===== config.mk =====
export PLATFORM = sky130hd
export DESIGN_NAME = ad_ip_jesd204_tpl_adc_deframer
export DESIGN_NICKNAME = d
export VERILOG_FILES = /design/src/rtl/ad_ip_jesd204_tpl_pkg.sv /design/src/rtl/ad_ip_jesd204_tpl_adc_fmt.sv /design/src/rtl/ad_ip_jesd204_tpl_adc_deframer.sv
export SDC_FILE = /design/constraint.sdc
export NUM_CORES = 1
export LEC_CHECK = 0
export ABC_AREA = 1
export BUFFER_PORTS_ARGS = -buffer_cell sky130_fd_sc_hd__buf_4
export CAP_MARGIN = 20
export CORE_ASPECT_RATIO = 1.75
export CORE_UTILIZATION = 30
export CTS_BUF_LIST = sky130_fd_sc_hd__clkbuf_8
export CTS_CLUSTER_SIZE = 20
export DETAILED_ROUTE_END_ITERATION = 7
export GPL_TIMING_DRIVEN = 0
export PLACE_DENSITY = 0.53
export SETUP_SLACK_MARGIN = 0.05
export SYNTH_ARGS = -nofsm -noshare
export SYNTH_HDL_FRONTEND = slang
export SYNTH_SLANG_ARGS = --single-unit

===== constraint.sdc =====
create_clock -name clk -period 1.8 [get_ports clk]
set_input_delay 0.18 -clock clk [delete_from_list [all_inputs] [get_ports clk]]
set_output_delay 0.18 -clock clk [all_outputs]
set_load 0.01 [all_outputs]

===== src/rtl/ad_ip_jesd204_tpl_pkg.sv =====
// rtl/ad_ip_jesd204_tpl_pkg.sv - shared JESD204 TPL derived widths and sync FSM states
package ad_ip_jesd204_tpl_pkg;

    typedef enum logic {
        SYNC_IDLE  = 1'b0,
        SYNC_ARMED = 1'b1
    } sync_state_e;

    // Octets per frame: F = M*NP*S/(8*L)
    function automatic int calc_f(input int l, input int m, input int np, input int s);
        return (m * np * s) / (8 * l);
    endfunction

    function automatic int calc_frames_per_beat(input int octets_per_beat, input int f);
        return octets_per_beat / f;
    endfunction

    function automatic int calc_data_path_width(input int frames_per_beat, input int s);
        return frames_per_beat * s;
    endfunction

    function automatic int calc_link_data_width(input int l, input int octets_per_beat);
        return 8 * l * octets_per_beat;
    endfunction

endpackage


===== src/rtl/ad_ip_jesd204_tpl_adc_fmt.sv =====
// rtl/ad_ip_jesd204_tpl_adc_fmt.sv - per-sample formatter: MSB extract, MSB invert, sign/zero extend
//   word        : NP-bit deframed word, converter bits MSB-aligned
//   dfmt_enable : 1 = sign-extend, 0 = zero-extend
//   dfmt_type   : 1 = invert converter MSB
//   sample      : DMA_BITS_PER_SAMPLE-bit formatted sample
module ad_ip_jesd204_tpl_adc_fmt #(
    parameter int CONVERTER_RESOLUTION = 16,
    parameter int BITS_PER_SAMPLE      = 16,
    parameter int DMA_BITS_PER_SAMPLE  = 16
) (
    input  logic [BITS_PER_SAMPLE-1:0]     word,
    input  logic                           dfmt_enable,
    input  logic                           dfmt_type,
    output logic [DMA_BITS_PER_SAMPLE-1:0] sample
);

    logic [CONVERTER_RESOLUTION-1:0] conv;

    // Tail/control bits below the converter resolution are dropped here.
    logic unused_tail;
    assign unused_tail = ^word;

    always_comb begin
        conv = word[BITS_PER_SAMPLE-1 -: CONVERTER_RESOLUTION];
        conv[CONVERTER_RESOLUTION-1] = conv[CONVERTER_RESOLUTION-1] ^ dfmt_type;
        // Fill everything with the extension bit, then overlay the converter bits;
        // this also covers DMA width == resolution without a zero-width replication.
        sample = (dfmt_enable && conv[CONVERTER_RESOLUTION-1]) ? '1 : '0;
        sample[CONVERTER_RESOLUTION-1:0] = conv;
    end

endmodule


===== src/rtl/ad_ip_jesd204_tpl_adc_deframer.sv =====
// rtl/ad_ip_jesd204_tpl_adc_deframer.sv - JESD204 RX transport layer deframer (optional TPL_ADC_EXT_SYNC_EN)
//   link_valid/link_data        : link-layer beats, lane l octet o at [(l*OPB+o)*8 +: 8]
//   enable, adc_dfmt_*          : regmap controls, sampled at stage 2
//   adc_sync_arm/in, _armed     : external sync arming (only with TPL_ADC_EXT_SYNC_EN)
//   adc_valid/adc_data          : per-channel samples, 2 clk after the beat
module ad_ip_jesd204_tpl_adc_deframer
    import ad_ip_jesd204_tpl_pkg::*;
#(
    parameter int NUM_LANES            = 4,
    parameter int NUM_CHANNELS         = 2,
    parameter int SAMPLES_PER_FRAME    = 1,
    parameter int CONVERTER_RESOLUTION = 16,
    parameter int BITS_PER_SAMPLE      = 16,
    parameter int DMA_BITS_PER_SAMPLE  = 16,
    parameter int OCTETS_PER_BEAT      = 4,
    localparam int F               = calc_f(NUM_LANES, NUM_CHANNELS, BITS_PER_SAMPLE, SAMPLES_PER_FRAME),
    localparam int FRAMES_PER_BEAT = calc_frames_per_beat(OCTETS_PER_BEAT, F),
    localparam int DATA_PATH_WIDTH = calc_data_path_width(FRAMES_PER_BEAT, SAMPLES_PER_FRAME),
    localparam int LINK_DATA_WIDTH = calc_link_data_width(NUM_LANES, OCTETS_PER_BEAT),
    localparam int NUM_WORDS       = NUM_CHANNELS * DATA_PATH_WIDTH
) (
    input  logic                                         clk,
    input  logic                                         resetn,
    input  logic                                         link_valid,
    input  logic [LINK_DATA_WIDTH-1:0]                   link_data,
    input  logic [NUM_CHANNELS-1:0]                      enable,
    input  logic                                         adc_dfmt_enable,
    input  logic                                         adc_dfmt_type,
    input  logic                                         adc_sync_arm,
    input  logic                                         adc_sync_in,
    output logic                                         adc_sync_armed,
    output logic [NUM_CHANNELS-1:0]                      adc_valid,
    output logic [NUM_WORDS*DMA_BITS_PER_SAMPLE-1:0]     adc_data
);

    localparam int FRAME_W = 8 * NUM_LANES * F;
    localparam int NP      = BITS_PER_SAMPLE;
    localparam int DW      = DMA_BITS_PER_SAMPLE;

    logic [FRAME_W-1:0]          frame_c;
    logic [NUM_WORDS*NP-1:0]     word_d, word_q;
    logic [NUM_WORDS*DW-1:0]     fmt_c;
    logic                        valid1_d, valid1_q;
    logic                        gate1_d, gate1_q;
    logic                        gate_c;
    logic [NUM_WORDS*DW-1:0]     data_d, data_q;
    logic [NUM_CHANNELS-1:0]     valid_d, valid_q;

    // Deframe: words are stored in output order, word (m, i) at (m*DPW + i)*NP.
    always_comb begin
        frame_c = '0;
        word_d  = '0;
        for (int j = 0; j < FRAMES_PER_BEAT; j++) begin
            // Lane 0 and its earliest octet form the most significant end of the frame.
            for (int l = 0; l < NUM_LANES; l++) begin
                for (int q = 0; q < F; q++) begin
                    frame_c[FRAME_W - 8*(l*F + q + 1) +: 8] =
                        link_data[(l*OCTETS_PER_BEAT + j*F + q)*8 +: 8];
                end
            end
            for (int m = 0; m < NUM_CHANNELS; m++) begin
                for (int s = 0; s < SAMPLES_PER_FRAME; s++) begin
                    word_d[(m*DATA_PATH_WIDTH + j*SAMPLES_PER_FRAME + s)*NP +: NP] =
                        frame_c[FRAME_W - NP*(m*SAMPLES_PER_FRAME + s + 1) +: NP];
                end
            end
        end
    end

    for (genvar w = 0; w < NUM_WORDS; w++) begin : g_fmt
        ad_ip_jesd204_tpl_adc_fmt #(
            .CONVERTER_RESOLUTION (CONVERTER_RESOLUTION),
            .BITS_PER_SAMPLE      (BITS_PER_SAMPLE),
            .DMA_BITS_PER_SAMPLE  (DMA_BITS_PER_SAMPLE)
        ) u_fmt (
            .word        (word_q[w*NP +: NP]),
            .dfmt_enable (adc_dfmt_enable),
            .dfmt_type   (adc_dfmt_type),
            .sample      (fmt_c[w*DW +: DW])
        );
    end

`ifdef TPL_ADC_EXT_SYNC_EN
    sync_state_e state_d, state_q;

    always_comb begin
        state_d = state_q;
        case (state_q)
            SYNC_IDLE:  if (adc_sync_arm) state_d = SYNC_ARMED;
            SYNC_ARMED: if (link_valid && adc_sync_in) state_d = SYNC_IDLE;
            default:    state_d = SYNC_IDLE;
        endcase
        // The beat that carries the sync event is already let through.
        gate_c = (state_q == SYNC_ARMED) && !(link_valid && adc_sync_in);
    end

    assign adc_sync_armed = (state_q == SYNC_ARMED);
`else
    logic unused_sync;
    assign unused_sync    = adc_sync_arm ^ adc_sync_in;
    assign gate_c         = 1'b0;
    assign adc_sync_armed = 1'b0;
`endif

    always_comb begin
        valid1_d = link_valid;
        gate1_d  = gate_c;
        data_d   = valid1_q ? fmt_c : data_q;
        valid_d  = (valid1_q && !gate1_q) ? enable : '0;
    end

    always_ff @(posedge clk or negedge resetn) begin
        if (!resetn) begin
            word_q   <= '0;
            valid1_q <= 1'b0;
            gate1_q  <= 1'b0;
            data_q   <= '0;
            valid_q  <= '0;
`ifdef TPL_ADC_EXT_SYNC_EN
            state_q  <= SYNC_IDLE;
`endif
        end else begin
            word_q   <= word_d;
            valid1_q <= valid1_d;
            gate1_q  <= gate1_d;
            data_q   <= data_d;
            valid_q  <= valid_d;
`ifdef TPL_ADC_EXT_SYNC_EN
            state_q  <= state_d;
`endif
        end
    end

    assign adc_valid = valid_q;
    assign adc_data  = data_q;

endmodule


==> impl_metrics.py <==
metrics = {
    "outcome": {
        "status": "completed",
    },
    "synthesis": {
        "avgSynthCellArea_um2": 11.80,
        "synth_most_common_cell": "nand2_1",
        "async_flop_share_pct": 100.0,
        "synth_top_cells_by_area": "dfrtp_1 78%, nand2_1 18%, buf_6 1.8%",
        "synth_edf_count": 0,
        "yosys_warnings": 0,
        "synth_area_leader_cell": "dfrtp_1",
        "synthDominantCellAreaShare_pct": 77.94,
        "syn-instance-count": 705,
        "dominantRegCellSynth": "dfrtp_1",
        "synth_nets": 842,
        "synth_common_cells": "394 x nand2_1, 259 x dfrtp_1, 13 x buf_4, 13 x buf_6, 11 x inv_1",
        "ys_ff_latch": 259,
        "yosysUniqueCellTypes": 10,
        "seq_area_frac_synth_pct": 77.94,
        "netlist_area_um2": 8315,
    },
    "cells_and_area": {
        "regArea_um2": 6481,
        "area_growth_pct": 54.91,
        "multi_input_area_um2": 1523,
        "finalNetCount": 1281,
        "fin_cells": 1539,
        "finish.utilization_pct": 47.31,
        "drive_above_1_share_pct": 29.85,
        "fillers": 2615,
    },
    "pwr": {
        "p_leak_nw": 6.759,
        "pwr_density_cell_nw_per_um2": 979.1,
        "ir_drop_v": 0.0006044,
    },
    "drt": {
        "post-route-drc-count": 0,
        "drt_pass1_iterations": 4,
        "vias_per_cell": 3.973,
        "drt.antenna.violating_nets": 0,
        "finalWirelength_um": 21360,
        "drt_iter0_markers": 144,
        "wl_per_cell_um": 13.88,
        "vias": 6115,
    },
    "global_routing": {
        "grtUsageTotal_pct": 15.62,
        "antenna_found_initial": 1,
        "grt_remaining_overflow": 0,
        "grt_pass1_vias": 6509,
        "grt_start_max_net_pins": 115,
        "grt_first_pass_wirelength_um": 34040,
    },
    "floorplan": {
        "core_area_um2": 27230,
        "num_io_pins": 268,
        "die_w_um": 127.9,
        "fp-row-count": 80,
        "die_y_um": 222.2,
        "dieArea_um2": 28420,
        "start_util_pct": 30.54,
    },
    "place": {
        "gp_congestion": 0.7450,
        "placed_cells": 1338,
        "dp_hpwl_um": 14560,
        "dp_slack_ps": 633.4,
        "portBuffers": 262,
    },
    "sta": {
        "fin_crit_ps": 1271,
        "worst_pin_slew_ps": 625.3,
        "slew_violations": 0,
        "relSlewSlack_pct": 58.32,
        "finalHoldViolCount": 0,
        "finalSetupTns_ps": 0,
        "setup_slack_ps": 528.9,
        "finalClockSkew_ps": 13.13,
        "setup_viol": 0,
        "rsz0062_at_grt": "no",
        "holdWs_ps": 218.8,
        "fmax_mhz": 786.7,
        "period_share_pct": 70.62,
    },
    "clocking": {
        "cts_tree": "done",
        "cts.htree.levels": 2,
        "cts-resized-gates": 0,
        "numCtsBuffers": 40,
        "cts_root_buf": "clkbuf_8",
        "cts.sinks": 259,
        "clkTransAtPathRegs_ps": 60,
        "worstSkewPairLatency_ps": 540,
        "cts_setup_buffers": 0,
        "cts.path.max_buffers": 3,
    },
    "critical_path": {
        "crit_arrival_ps": 1090,
        "critPathTopFamily": "flip-flops",
        "crit_buf_inv": 1,
        "cp_data_required_time_ps": 1620,
        "cp_slowest_cell": "dfrtp_1",
        "crit_type": "reg -> out",
        "crit_path_max_incr_delay_ps": 400,
        "crit_chain": "buf_4",
        "start_kind": "register",
        "cp_max_fo": 2,
        "crit_path_end_kind": "output pin",
    },
    "run": {
        "cap_violations": 0,
    },
    "min_path": {
        "min_path_type": "in -> async",
    },
}
==> power by group <==
part / total [mW] / switching, mW / leakage (nW) / internal [mW]
logic: 1.61 / 0.745 / 3.24 / 0.865
clock network: 4.59 / 2.18 / 0.436 / 2.40
registers: 6.42 / 0.184 / 3.09 / 6.23
==> cell families after synthesis <==
group | synth area share, %
AND/OR/NAND/NOR | 18.27
flip-flops | 77.94
buffers and inverters | 3.747
other | 0.04510
==> metal layers <==
metal / vias up / routed length, µm / global-route usage, %
li1: 2997 / - / -
met1: 2874 / 7558 / 15.96
met2: 189 / 11690 / 28.89
met3: 55 / 1124 / 3.564
met4: 0 / 989 / 8.425
met5: - / 0 / 0
==> flip-flops by register name, indices dropped and copies added, names as in the netlist <==
name / cells
adc_data: 128
adc_valid: 2
valid1_q: 1
word_q: 128
==> per-stage QoR <==
step           power, mW  area [µm²]
4_1_cts            12.88       12880
5_1_grt            13.27       12880
2_1_floorplan      6.977        8315
6_report           12.61       12880
3_3_place_gp       7.880       10740
3_5_place_dp       7.925       10810
==> path summary, 6_finish.rpt <==
check,from,end,slack (ps),depth (start not counted)
hold reg to reg,word_q[65],adc_data[65],440,2
hold / removal,resetn,word_q[116],220,2
setup / recovery,adc_data[112],adc_data[112],530,1
setup reg to reg,valid1_q,adc_data[55],660,5
max in group asynchronous,resetn,adc_data[62],620,3
min in group clk,link_data[71],word_q[79],280,2
==> cell usage in the layout, fill, tap and decap left out <==
cell type / n
dfrtp_1: 259
nand3_1: 8
inv_2: 1
buf_8: 1
dlygate4sd3_1: 133
clkbuf_8: 48
buf_2: 3
buf_16: 2
inv_1: 23
nand2_1: 394
diode_2: 1
clkinv_2: 7
buf_6: 13
buf_4: 274
clkbuf_1: 2
conb_1: 1
==> repair_timing <==
item,4_1_cts,5_1_grt
setup endpoints to repair,0,0
hold buffers,133,0
endpoints found under the hold margin,202,0
==> area by class of cell <==
cell class                      count  area share, %
Sequential cell                   259          50.32
Timing Repair Buffer              397          26.09
Multi-Input combinational cell    403          11.82
Clock buffer                       48          5.129
Tap cell                          369          3.584
Buffer                             31          2.069
Clock inverter                     19         0.6217
Inverter                           12         0.3497
Antenna cell                        1        0.01943
Note: power is estimated with default switching activity, not from simulation.
